--- config.mk ---
export PLATFORM = sky130hd
export DESIGN_NAME = rr_bus_mux
export DESIGN_NICKNAME = d
export VERILOG_FILES = /design/src/rtl/rr_bus_mux.sv
export SDC_FILE = /design/constraint.sdc
export NUM_CORES = 1
export LEC_CHECK = 0
export CORE_MARGIN = 8
export CORE_UTILIZATION = 39
export DETAILED_ROUTE_END_ITERATION = 7
export PLACE_DENSITY = 0.82
export SETUP_SLACK_MARGIN = 0.3
export SLEW_MARGIN = 20
export SYNTH_ARGS = -nofsm -noshare
export SYNTH_HDL_FRONTEND = slang
export SYNTH_SLANG_ARGS = --single-unit
--- constraint.sdc ---
create_clock -name clk -period 2.1 [get_ports clk]
set_clock_uncertainty 0.1 [all_clocks]
set_input_delay 0.315 -clock clk [delete_from_list [all_inputs] [get_ports clk]]
set_output_delay 0.315 -clock clk [all_outputs]
set_load 0.02 [all_outputs]
--- src/rtl/rr_bus_mux.sv ---
// rr_bus_mux: forwards the arbiter-granted port's beat through one registered valid/ready stage,
// locking the source for multi-beat packets. Optional grant checker: define RR_BUS_MUX_CHECK_EN.
//
// state | meaning
// IDLE  | arbitrating; each granted beat is accepted, and a non-last beat moves to LOCK
// LOCK  | mid-packet; only lock_sel is served until its last beat
module rr_bus_mux #(
  parameter int PORTS = 4,
  parameter int DW    = 32
) (
  input  logic                clk,
  input  logic                rst,
  input  logic [PORTS-1:0]    req_vld,
  input  logic [PORTS*DW-1:0] req_data,
  input  logic [PORTS-1:0]    req_last,
  output logic [PORTS-1:0]    req_rdy,
  output logic [PORTS-1:0]    arb_req,
  output logic                arb_pause,
  input  logic [PORTS-1:0]    arb_gnt,
  output logic                out_vld,
  output logic [DW-1:0]       out_data,
  output logic                out_last,
  output logic [PORTS-1:0]    out_src,
  input  logic                out_rdy,
  output logic                err_gnt
);

  typedef enum logic [0:0] {IDLE, LOCK} state_t;

  state_t           state;
  logic [PORTS-1:0] lock_sel;
  logic [PORTS-1:0] sel;
  logic [DW-1:0]    sel_data;
  logic             sel_last;
  logic             can_load;
  logic             load;

  assign can_load = !out_vld || out_rdy;

  // Requests are withheld while stalled so the arbiter pointer does not move.
  always_comb begin
    sel       = '0;
    arb_req   = '0;
    arb_pause = 1'b0;
    if (!rst) begin
      if (state == IDLE) begin
        arb_pause = !can_load;
        if (can_load) begin
          arb_req = req_vld;
          sel     = arb_gnt;
        end
      end else begin
        arb_pause = 1'b1;
        if (can_load) sel = req_vld & lock_sel;
      end
    end
  end

  assign req_rdy = sel;
  assign load    = |sel;

  always_comb begin
    sel_data = '0;
    sel_last = 1'b0;
    for (int i = 0; i < PORTS; i++) begin
      sel_data = sel_data | ({DW{sel[i]}} & req_data[i*DW +: DW]);
      sel_last = sel_last | (sel[i] & req_last[i]);
    end
  end

  always_ff @(posedge clk) begin
    if (rst) begin
      state    <= IDLE;
      lock_sel <= '0;
      out_vld  <= 1'b0;
      out_data <= '0;
      out_last <= 1'b0;
      out_src  <= '0;
    end else begin
      if (load) begin
        out_vld  <= 1'b1;
        out_data <= sel_data;
        out_last <= sel_last;
        out_src  <= sel;
        if (state == IDLE) begin
          lock_sel <= sel;
          if (!sel_last) state <= LOCK;
        end else if (sel_last) begin
          state <= IDLE;
        end
      end else if (out_vld && out_rdy) begin
        out_vld <= 1'b0;
      end
    end
  end

`ifdef RR_BUS_MUX_CHECK_EN
  logic gnt_bad;

  always_comb begin
    gnt_bad = 1'b0;
    if (state == IDLE && can_load) begin
      if ((arb_gnt & (arb_gnt - PORTS'(1))) != '0) gnt_bad = 1'b1;
      if ((arb_gnt & ~req_vld) != '0)               gnt_bad = 1'b1;
    end
`ifndef SYNTHESIS
    if (out_vld && $isunknown(out_rdy)) gnt_bad = 1'b1;
`endif
  end

  always_ff @(posedge clk) begin
    if (rst)          err_gnt <= 1'b0;
    else if (gnt_bad) err_gnt <= 1'b1;
  end
`else
  assign err_gnt = 1'b0;
`endif

endmodule

### Word level (Yosys, flattened, before mapping)

Cells that the tools add are included.

| operators by class | value |
|---|---|
| multiplexer cells | 12 |
| bitwise gates (word level) | 16 |
| reductions and logical operators | 7 |

Operators with widths:

| operator | number |
|---|---|
| $and A32 B32 Y32 | 4 |
| $or A32 B32 Y32 | 3 |
| $mux W4 | 7 |
| $mux W1 | 5 |
| $and A1 B1 Y1 | 4 |
| $and A4 B4 Y4 | 1 |
| $reduce_or A4 Y1 | 1 |
| $or A1 B1 Y1 | 3 |
| $logic_not A1 Y1 | 2 |
| $reduce_and A2 Y1 | 1 |
| $reduce_bool A2 Y1 | 1 |
| $logic_and A1 B1 Y1 | 1 |
| $logic_or A1 B1 Y1 | 1 |
| $not A1 Y1 | 1 |

| word-level totals | value |
|---|---|
| flip-flop bits (word level) | 43 |
| input bits | 143 |
| output and inout bits | 48 |
| word-level logic and storage cells | 41 |

### Longest topological paths before layout

Gate-level depths: netlist of the first run.

| logic depth | value |
|---|---|
| depth after elaboration | 10 |
| depth in mapped cells | 7 |
| gate-level depth less buffers | 4 |

### Worst setup path after synthesis of the first run

OpenSTA, ideal clock, no wires.

| path | value |
|---|---|
| kind | reg-to-reg |
| start | register out_vld |
| end | register out_src[2] |
| setup time | 0.132 ns |
| arrival | 1.608 ns |
| required time | 1.868 ns |
| path slack | 0.260 ns |
| cell stages (with the launch flop) | 6 |
| buffers on the path | 1 |
| clock period less this slack | 1.840 ns |
| cell sequence | dfxtp_1 nor2b_4 buf_2 a211oi_1 a2111o_1 a21oi_1 |

| between the ends | value |
|---|---|
| longest elaborated chain between the ends | 6 |
| elaborated cells on any way between the ends | 7 |
| those cells by class | mux: 4; reduce/logical: 3 |

RTL lines:

| item | RTL line | text |
|---|---|---|
| start, declared | 20 | `output logic out_vld,` |
| start signal, assigned | 75 | `out_vld <= 1'b0;` |
| start signal, assigned | 81 | `out_vld <= 1'b1;` |
| start signal, assigned | 92 | `out_vld <= 1'b0;` |
| $logic_not A1 Y1 * | 38 | `assign can_load = !out_vld \|\| out_rdy;` |
| $logic_or A1 B1 Y1 * | 38 |  |
| $mux W4 (on tied branches) | 48, 54 |  |
| $mux W4 * | 46 | `if (state == IDLE) begin` |
| $mux W4 * | 45 | `if (!rst) begin` |
| named net req_rdy[1] | 16 | `output logic [PORTS-1:0] req_rdy,` |
| $reduce_or A4 Y1 * | 60 | `assign load = \|sel;` |
| end signal, assigned | 84 | `out_src <= sel;` |
| end, declared | 23 | `output logic [PORTS-1:0] out_src,` |

Mark *: on every way through the listed nets, which the timed path passes. The rest lies on a longest branch.
A chain may end at the register's enable or synchronous reset.

### Worst setup path after layout of the first run

| path | value |
|---|---|
| start | register out_vld |
| end | register out_data[13] |

| between the ends | value |
|---|---|
| longest elaborated chain between the ends | 9 |
| elaborated cells on any way between the ends | 14 |
| those cells by class | mux: 4; bitwise: 7; reduce/logical: 3 |

RTL lines:

| item | RTL line | text |
|---|---|---|
| $logic_not A1 Y1 * | 38 |  |
| $logic_or A1 B1 Y1 * | 38 |  |
| $mux W4 (on tied branches) | 48, 54 |  |
| $mux W4 * | 46 |  |
| $mux W4 * | 45 |  |
| $and A32 B32 Y32 | 66 | `sel_data = sel_data \| ({DW{sel[i]}} & req_data[i*DW +: DW]);` |
| $or A32 B32 Y32 (3 in series) | 66 |  |
| end signal, assigned | 82 | `out_data <= sel_data;` |
| end, declared | 21 | `output logic [DW-1:0] out_data,` |

Every way passes the cells marked *; elsewhere a longest branch is shown, timed or not.

==> results of run 1 <==
[path summary, 6_finish.rpt]
check	endpoint	start	slack, ns	depth (start not counted)
setup / recovery	out_data[13]	out_vld	0.04	7
hold / removal	lock_sel[1]	arb_gnt[1]	0.36	3
setup reg to reg	out_data[13]	out_vld	0.04	7
hold reg to reg	out_data[20]	out_data[20]	0.36	2
[state kept, by name (all words and copies together) (netlist names)]
| signal | flops |
|---|---|
| out_last | 1 |
| out_vld | 1 |
| lock_sel | 4 |
| out_data | 32 |
| out_src | 4 |
| state | 1 |
[logic make-up after synthesis]
logic type	count (synthesis)	synth area share [%]
and+or+nand+nor	126	26.8
AOI/OAI and AO/OA	88	25.1
buffers and inverters	84	12.3
DFF	43	25.7
muxes	33	9.90
other	1	0.112
[per-layer routing]
layer	global-route usage, %	up-vias	wire length (microns)
met4	8.50	0	354
met2	44.7	259	8190
met5	0	-	0
li1	-	1937	-
met1	28.3	2065	6260
met3	5.50	30	1310
[timing repair]
action                                  4_1_cts  5_1_grt
cloned                                        5        2
hold buffers                                  0        0
pin swaps                                    35       12
buffers inserted                             22       10
gates resized for setup                     107       56
endpoints found under the setup margin       50       47
hold endpoints to repair                      0        0
[cell usage in the layout (no fill, tap or decap), types with 3 or more instances in the layout]
cell type / n
clkdlybuf4s50_1: 174
buf_4: 51
nor4b_1: 47
dfxtp_1: 41
inv_1: 36
nand2_1: 32
mux2i_1: 32
a2111oi_1: 27
a2111oi_2: 19
buf_6: 19
a2111oi_0: 17
buf_12: 16
nor4b_2: 11
nor4b_4: 6
clkbuf_8: 6
nor2_1: 4
and2_4: 4
a32o_1: 4
buf_16: 4
dlygate4sd2_1: 4
a31o_2: 3
[worst reg2reg max path: cells and delay by family (launching register included)]
family | cells | cell delay, ns
AOI/OAI and AO/OA | 2 | 0.71
buffers and inverters | 3 | 0.54
DFF | 1 | 0.34
muxes | 1 | 0.15
and+or+nand+nor | 1 | 0.15
[cell type report]
type	instances	area, sq um
fill	553	1890
timing repair buffer	274	2910
sequential	43	866
clock buffer	6	82.6
inverter	36	135
clock inverter	2	35.0
tap	108	135
multi-input combinational	248	2460
[metrics by stage]
| stage | utilization, % | total power [mW] | instances | area [sq um] | setup WS [ns] |
|---|---|---|---|---|---|
| 2_1_floorplan | - | 2.13 | 375 | 3360 | 0.306 |
| 3_3_place_gp | 65.6 | 3.07 | 670 | 5580 | -0.299 |
| 3_5_place_dp | 65.6 | 3.11 | 670 | 5580 | -0.310 |
| 4_1_cts | 73.5 | 4.15 | 705 | 6250 | 0.219 |
| 5_1_grt | 77.8 | 4.59 | 717 | 6620 | 0.0718 |
| 6_report | 77.8 | 4.40 | 717 | 6620 | 0.0374 |
[power by group through the flow]
stage                     Clock, mW  Combinational, mW  Sequential [mW]
final                         0.692               2.61             1.10
after global routing          0.735               2.74             1.12
after CTS                     0.697               2.36             1.09
after detailed placement          0               2.00             1.11
after global placement            0               1.97             1.10
after floorplan                   0              0.855             1.28
==> flow_summary.json, run 1 <==
{
  "pwr-share-clk_pct": 15.7,
  "route.detailed.drc": 0,
  "dp_hpwl_mm": 10.6,
  "drt_iter0_drc": 213,
  "grt_use_total_pct": 24.9,
  "drv_cap": 0,
  "viasPerCell": 5.98,
  "synth_cell_type_count": 47,
  "internal_power_mw": 2.79,
  "dieHeight_microns": 109,
  "p_switching_mw": 1.62,
  "ir_drop_mv": 0.467,
  "outcome": "finished, final reports clean",
  "slowest_stage": "a2111oi_0",
  "clkTransAtPathRegs_ns": 0.10,
  "slew_violations": 0,
  "tns_ns": 0,
  "seq_area_frac_synth_pct": 25.7,
  "cts_tree": "done",
  "drive_gt1_share_pct": 28.1,
  "initial_core_util_pct": 39.4,
  "port_buffers": 189,
  "path_buf_inv": 3,
  "swShare_pct": 36.7,
  "hold_viol": 0,
  "wl_mm": 16.1,
  "insertedDiodeCount": 0,
  "ys.flop_type": "dfxtp_1",
  "tightest_slew_ns": 0.665,
  "cp.required_ns": 2.23,
  "die_x_microns": 109,
  "synth_common_cells": "64 x nor4b_1, 43 x dfxtp_1, 36 x inv_1, 33 x nand2_1, 32 x mux2i_1",
  "yosysTopAreaCell": "dfxtp_1",
  "coreArea_sq_mm": 0.00851,
  "yosys_warnings": 0,
  "start_kind": "flip-flop",
  "drtPass1Iterations": 5,
  "syn_inst": 375,
  "synth_area_leaders": "dfxtp_1 26%, nor4b_1 17%, mux2i_1 9.6%",
  "grt_start_max_net_pins": 46,
  "arrival_ns": 2.19,
  "syn_to_final_growth_pct": 97.6,
  "min_period_ns": 2.06,
  "ant_nets": 0,
  "async_flop_share_pct": 0,
  "whs_ns": 0.358,
  "num_vias": 4291,
  "synth_area_sq_mm": 0.00335,
  "crit_type": "reg -> reg",
  "insertion_delay_ns": 0.30,
  "layout.nets": 751,
  "gp_congestion": 0.873,
  "synth_seq_cells": 43,
  "critPathMaxFanout": 11,
  "synth_top_area_share_pct": 25.7,
  "rsz0062_at_grt": "yes",
  "relSlewSlack_pct": 54.5,
  "critPathCaptureType": "flip-flop",
  "syn_area_per_cell_sq_um": 8.94,
  "p_per_area_mw_per_mm2": 665,
  "cts_buffers": 5,
  "critical_path.top_delay_family": "compound AO/OA/AOI/OAI gates",
  "pwr-share-comb_pct": 59.3,
  "grt_pass1_vias": 4577,
  "overflow": 0,
  "setup_viol": 0,
  "synth-edff-count": 0,
  "hold_class": "in -> reg",
  "leakagePower_nw": 2.59,
  "critPathMostFrequentCell": "buf_12",
  "rows": 34,
  "cts_sinks": 43,
  "synth_most_common_cell": "nor4b_1",
  "power_frac_seq_pct": 24.9,
  "wire_per_inst_microns": 22.5,
  "dieArea_sq_mm": 0.0118,
  "clockRootBuffer": "clkbuf_8",
  "antenna_found_initial": 0,
  "synth_fp_nets": 518,
  "ios": 191,
  "fmax_mhz": 485,
  "period_share_pct": 98.2,
  "critical_path.max_stage_delay_ns": 0.62,
  "crit_chain": "nor2b_4 > buf_12 > buf_12 > bufbuf_16 > a2111oi_0 > a2111oi_2 > mux2i_1",
  "grt_pass1_wl_mm": 23.7,
  "cts_max_path_buffers": 2,
  "htreeDepth": 2
}
Power figures use the tool's default switching activity.
==> inputs of run 2 (changes only) <==
--- a/config.mk
+++ b/config.mk
@@ -9,7 +9,7 @@
 export CORE_UTILIZATION = 39
 export DETAILED_ROUTE_END_ITERATION = 7
 export PLACE_DENSITY = 0.82
-export SETUP_SLACK_MARGIN = 0.3
+export SETUP_SLACK_MARGIN = 0.4
 export SLEW_MARGIN = 20
 export SYNTH_ARGS = -nofsm -noshare
 export SYNTH_HDL_FRONTEND = slang
==> run 2 against run 1 <==
  * Cell count increased by 0.70%
  * First-iteration DRC count increased by 10%
  * Design area increased by 4.9%
  * Non-clock buffer count increased by 5
  * Setup slack improved by 0.068 ns
  * Routed wire length increased by 10%
  * Global-route usage increased by 0.41 points
  * Sequential power about the same
  * Largest cell class unchanged
==> flow_summary.json, run 2 (synthesized netlist as in run 1, its figures left out) <==
{
  "power_mw": 4.59,
  "placement.cell_area_sq_mm": 0.00555,
  "cts_hold_buf": 0,
  "top_register": "out_data",
  "final_cell_mix": "141 x clkdlybuf4s50_1, 42 x buf_4, 41 x dfxtp_1, 40 x nor4b_1, 36 x inv_1",
  "pwr-share-clk_pct": 15.4,
  "viasPerCell": 6.15,
  "cts_buffers": 5,
  "grt_pass1_vias": 4454,
  "cp.required_ns": 2.17,
  "setup_viol": 0,
  "critPathCaptureType": "flip-flop",
  "wire_per_inst_microns": 24.6,
  "syn_to_final_growth_pct": 107,
  "start_kind": "flip-flop",
  "arrival_ns": 2.07,
  "hold_class": "reg -> reg",
  "crit_type": "reg -> reg",
  "drt_iter0_drc": 235,
  "rrSetupSlack_ns": 0.11,
  "p_switching_mw": 1.73,
  "slew_violations": 0,
  "path_buf_inv": 4,
  "place_inst": 669,
  "reg_top3": "out_data x32, lock_sel x4, out_src x4",
  "p_per_area_mw_per_mm2": 660,
  "swShare_pct": 37.7,
  "layout.nets": 756,
  "route.detailed.drc": 0,
  "critPathMaxFanout": 8,
  "drv_cap": 0,
  "whs_ns": 0.358,
  "drtPass1Iterations": 4,
  "insertedDiodeCount": 0,
  "grt_use_total_pct": 25.3,
  "clockRootBuffer": "clkbuf_8",
  "critical_path.max_stage_delay_ns": 0.44,
  "gp_congestion": 0.859,
  "wl_mm": 17.8,
  "clkTransAtPathRegs_ns": 0.10,
  "critical_path.top_delay_family": "compound AO/OA/AOI/OAI gates",
  "pwr-share-comb_pct": 60.6,
  "whs_path_depth": 2,
  "min_period_ns": 1.99,
  "initial_core_util_pct": 39.4,
  "antenna_found_initial": 0,
  "dp_hpwl_mm": 10.6,
  "rows": 34,
  "dieHeight_microns": 109,
  "grt_start_max_net_pins": 54,
  "period_share_pct": 95.0,
  "htreeDepth": 2,
  "regToRegEndpoint": "out_data[23]",
  "ant_nets": 0,
  "hp-start": "out_data[19]",
  "tightest_slew_ns": 0.520,
  "fmax_mhz": 501,
  "fin_area_sq_mm": 0.00695,
  "holdPathEnd": "out_data[19]",
  "cts_max_path_buffers": 2,
  "outcome": "finished, final reports clean",
  "drive_gt1_share_pct": 31.9,
  "port_buffers": 189,
  "dieArea_sq_mm": 0.0118,
  "hold_viol": 0,
  "internal_power_mw": 2.86,
  "finalNonFillerCells": 722,
  "critPathMostFrequentCell": "buf_6",
  "num_vias": 4442,
  "die_x_microns": 109,
  "r2r_cells": 8,
  "relSlewSlack_pct": 64.4,
  "grt_pass1_wl_mm": 23.7,
  "insertion_delay_ns": 0.31,
  "rsz0062_at_grt": "yes",
  "coreArea_sq_mm": 0.00851,
  "crit_chain": "buf_6 > buf_6 > a21boi_4 > buf_6 > buf_12 > nor4b_1 > a2111oi_1 > mux2i_1",
  "leakagePower_nw": 3.11,
  "r2r-start": "state",
  "final_common_cell": "clkdlybuf4s50_1",
  "cts_sinks": 43,
  "ios": 191,
  "cts_tree": "done",
  "largest_reg_flops": 32,
  "slowest_stage": "a2111oi_1",
  "tns_ns": 0,
  "ir_drop_mv": 0.430,
  "power_frac_seq_pct": 24.0,
  "overflow": 0
}
run 2: cell types whose count changed in the layout (fill, tap and decap cells not counted), moves of 3 or more:
cell	delta
nor4b_1	-7
buf_4	-9
buf_12	-5
clkdlybuf4s50_1	-33
nor4b_2	+7
a2111oi_0	-9
a2111oi_2	+14
a2111oi_1	-4
a31o_2	-3
a31o_4	+3
dlymetal6s2s_1	+31
buf_6	+12
clkbuf_16	+5
run 2: layout make-up:
type / count / area [sq um]
Fill cell: 497 / 1560
Clock buffer: 6 / 82.6
Clock inverter: 2 / 35.0
Timing Repair Buffer: 279 / 3100
Tap cell: 108 / 135
Sequential cell: 43 / 863
Inverter: 36 / 135
Multi-Input combinational cell: 248 / 2590
run 2: tightest hold or removal path, stage by stage (launching register included):
cell,delay (ns)
dfxtp_1,0.31
nand2_1,0.05
mux2i_1,0.05
run 2: power groups by stage:
stage          clock (mW)  sequential, mW  combinational, mW
3_5_place_dp            0            1.11               2.00
2_1_floorplan           0            1.28              0.855
6_report            0.705            1.10               2.78
5_1_grt             0.742            1.12               2.90
3_3_place_gp            0            1.10               1.96
4_1_cts             0.691            1.09               2.37
run 2: repair_timing:
action / CTS / global route
gates resized for setup: 124 / 107
buffers inserted: 22 / 11
endpoints found under the setup margin: 53 / 82
cloned: 6 / 6
pin swaps: 36 / 25
run 2: worst max path at each step:
stage / start / end / slack [ns] / cells after the start
global route: out_vld / out_data[23] / 0.01 / 5
global placement: req_vld[3] / req_rdy[3] / -0.30 / 4
floorplan: out_vld / out_data[14] / 0.39 / 6
finish: state / out_data[23] / 0.11 / 8
detailed placement: out_rdy / out_data[6] / -0.37 / 6
CTS: state / req_rdy[3] / 0.20 / 5
run 2: per-layer routing:
| metal | part of all wire (%) | up-vias | track usage [%] |
|---|---|---|---|
| met2 | 50 | 254 | 44.0 |
| li1 | - | 1951 | - |
| met3 | 8.3 | 64 | 6.91 |
| met5 | 0 | - | 0 |
| met4 | 3.8 | 0 | 8.99 |
| met1 | 38 | 2173 | 29.0 |
run 2: per-stage QoR:
stage / worst slack (ns) / util, %
after floorplan: 0.394 / -
after global placement: -0.300 / 65.2
after detailed placement: -0.369 / 65.2
after CTS: 0.196 / 73.2
after global routing: 0.0120 / 81.6
final: 0.106 / 81.6
==> patch 1: new RTL, flow settings as in run 1 <==
The option `RR_BUS_MUX_CHECK_EN` is turned on by a define.
--- a/src/rtl/rr_bus_mux.sv
+++ b/src/rtl/rr_bus_mux.sv
@@ -4,6 +4,8 @@
 // state | meaning
 // IDLE  | arbitrating; each granted beat is accepted, and a non-last beat moves to LOCK
 // LOCK  | mid-packet; only lock_sel is served until its last beat
+`define RR_BUS_MUX_CHECK_EN
+
 module rr_bus_mux #(
   parameter int PORTS = 4,
   parameter int DW    = 32
Check against the original RTL: not equivalent (a bounded check fails within 4 cycles, from zero or initial values and one cycle with rst high).
==> patch 1 against run 1 <==
Setup slack better by 37 ps. Combinational power down 27%. Sequential cell count is 1 higher. Die area decreased by 4.0%. Count of clock-buffer cells in the layout is the same. Total power is 17% lower. Cell area shrank 15%. Non-clock buffer count decreased by 35. Area after synthesis down 4.7%. Routed wire length shrank 3.3%. First-iteration DRC count increased by 19%.
==> patch 1: results (changes against run 1) <==
- The total of fill cells in the finished design is 661 (+20%).
- The routed length on met3 is 1318 µm (+0.53%).
- The met2 track demand over resource in global routing is 0.4330 (-0.01428).
- The post-synthesis sequential area ratio is 0.2759 (+0.01895).
- The clock network area share is 0.01906 (+0.001293).
- The delay of the slowest cell on the worst path is 570 ps (-50 ps).
- The worst-case hold slack is 357.5 ps (-0.6720 ps).
- The placed wire-length estimate after detailed placement is 10730 µm (+1.6%).
- The count of non-CTS buffers in the layout is 239 (-13%).
- The global routing met3 resource utilization is 0.06171 (+0.006741).
- The post-layout worst setup margin is 74.59 ps (+37.17 ps).
- The flow ran to the end, and the final reports show no timing, DRC or antenna violations.
- The leakage power is 2.270 nW (-12%).
- The instance count along the most critical hold path is 1 (-2).
- The instance count after placement with tap cells included was 658 (-1.8%).
- The non-clock inverter count in the final layout is 5 (-86%).
- The headroom to the max-slew limit came to 0.6852 (+0.1400).
- The first-pass GRT wire length is 23810 µm (+0.67%).
- The synthesized instance count came to 374 (-0.27%).
- The total number of multi-input combinational cells was 280 (+13%).
- The post-cts sizing count is 67 (-37%).
- The compound-gate portion of the synthesized area is 0.5337 (+0.2824).
- The fraction of area in non-clock buffers was 0.4133 (-0.02609).
- The worst register-to-register path begins at state.
- The net count after synthesis is 517 (-0.19%).
- The setup slack after placement is -325.1 ps (-14.97 ps).
- The number of vias after detailed routing came to 4336 (+1.0%).
- The power drawn by the clock network came to 644 µW (-6.9%).
- The setup fix buffers added after clock tree synthesis is 9 (-59%).
- The distinct cell type count of the synthesized netlist is 35 (-26%).
- The worst hold path startpoint is out_src[0].
- The met1 usage is 0.2928 (+0.009835).
- The data arrival time at the worst-slack endpoint is 2160 ps (-30 ps).
- The commonest cells after synthesis are sky130_fd_sc_hd__a22o_1 (99), sky130_fd_sc_hd__a22oi_1 (66), sky130_fd_sc_hd__dfxtp_1 (44).
- The largest vdd supply drop is 0.3642 mV (-22%).
## patch 1: cell types whose count changed after synthesis, moves of 32 or more
| cell | run 1 | this run |
|---|---|---|
| sky130_fd_sc_hd__nand2_1 | 33 | 1 |
| sky130_fd_sc_hd__nor4b_1 | 64 | 1 |
| sky130_fd_sc_hd__o21ai_0 | 0 | 32 |
| sky130_fd_sc_hd__mux2i_1 | 32 | 0 |
| sky130_fd_sc_hd__a22o_1 | 0 | 99 |
| sky130_fd_sc_hd__a22oi_1 | 1 | 66 |
| sky130_fd_sc_hd__inv_1 | 36 | 4 |
## patch 1: stage by stage
| step | utilization | TNS, ps | power [mW] | cell area [µm²] |
|---|---|---|---|---|
| floorplan | - | -0.9432 | 1.987 | 3227 |
| global placement | 0.6543 | -11220 | 2.833 | 5295 |
| detailed placement | 0.6543 | -12770 | 2.875 | 5295 |
| CTS | 0.6865 | 0 | 3.597 | 5555 |
| global route | 0.6977 | 0 | 3.826 | 5647 |
| finish | 0.6977 | 0 | 3.654 | 5647 |
==> patch 2: new RTL, settings of run 1 <==
Made on the original files. Change the parameter `DW` from 32 to 64.
--- a/src/rtl/rr_bus_mux.sv
+++ b/src/rtl/rr_bus_mux.sv
@@ -6,7 +6,7 @@
 // LOCK  | mid-packet; only lock_sel is served until its last beat
 module rr_bus_mux #(
   parameter int PORTS = 4,
-  parameter int DW    = 32
+  parameter int DW    = 64
 ) (
   input  logic                clk,
   input  logic                rst,
Ports: changed (resized out_data and req_data); port bits go from 191 to 351. The function was not compared with the original's and may differ.
==> patch 2 against run 1 <==
The flow now finishes with violations (negative setup slack). Via count grew 98%. Sequential share of layout area shrank 0.63 points. Area after synthesis grew 75%. Setup slack lost 93 ps. Sequential cell count grew 32. First-iteration DRC count grew to 3.6 times the old value. Hold slack lost 0.52 ps. Total power grew 90%. Routed wire length grew 120%. Cell area grew 83%. Largest power group unchanged.
==> patch 2: results (changes against run 1) <==
- The commonest cells after synthesis are sky130_fd_sc_hd__a2111oi_0 (126), sky130_fd_sc_hd__nor4b_1 (126), sky130_fd_sc_hd__dfxtp_1 (75).
- The met2 track demand over resource in global routing came to 0.5654 (+0.1181).
- The cell depth of the worst flop-to-flop path is 8 (+1).
- The number of antenna violations at the first check in global routing is 3 (+3).
- The post-synthesis sequential area ratio is 0.2566 (-0.0003334).
- The distinct cell type count of the synthesized netlist came to 42 (-11%).
- The checks that failed: negative setup slack.
- The instance count along the most critical hold path came to 2 (-1).
- The flow ran to the end, but the final reports show violations.
- The post-layout worst setup margin is -55.97 ps (-93.39 ps).
- The first-pass GRT wire length is 50950 µm (+120%).
- The tree is rooted in a sky130_fd_sc_hd__clkbuf_16.
- The placed wire-length estimate after detailed placement is 21200 µm (+100%).
- The met1 usage came to 0.3745 (+0.09156).
- The wire length on met2 is 16940 µm (+110%).
- The number of failing setup endpoints in the final timing report was 2 (+2).
- The number of search-and-repair iterations in the first detailed-routing pass is 6 (+1).
- The internal cell power is 5.231 mW (+88%).
- The delay of the slowest cell on the worst path was 600 ps (-20 ps).
- The power drawn by the clock network is 1.64 mW (+140%).
- The port buffer count was 349 (+85%).
- The violation count after the first detailed-routing iteration was 759 (+260%).
- The power in combinational cells is 4.79 mW (+84%).
- The post-cts sizing count is 212 (+98%).
- The leakage power is 4.778 nW (+84%).
- The CTS buffer count is 9 (+4).
- The mux share of post-synthesis cell area is 0.1078 (+0.008807).
- The standard cell area after detailed placement came to 10060 µm² (+80%).
patch 2: cell types whose count changed after synthesis, sizes merged, moves of 4 or more:
cell,run 1,this run
buf,32,63
dfxtp,43,75
inv,36,68
a2111oi,64,127
mux2i,32,63
o21ai,2,6
a32o,4,0
nand2,33,73
nor4b,64,126
clkbuf,16,33
patch 2: metrics by stage:
stage	util	instances	hold slack [ps]	setup TNS (ps)
detailed placement	0.6893	1228	351.3	-23260
global route	0.8299	1308	379.4	-974.2
finish	0.8299	1308	357.6	-60.09
global placement	0.6893	1228	343.6	-21600
CTS	0.7986	1292	359.7	0
floorplan	-	696	323.6	0
patch 2: cell type report:
cell class,instances,area [µm²],share of cell area
antenna,3,7.507,0.0006200
clock buffer,11,242.7,0.02005
clock inverter,5,52.55,0.004340
inverter,68,255.2,0.02108
multi-input combinational,457,4189,0.3460
sequential,75,1506,0.1244
tap,184,230.2,0.01901
timing repair buffer,505,5624,0.4645
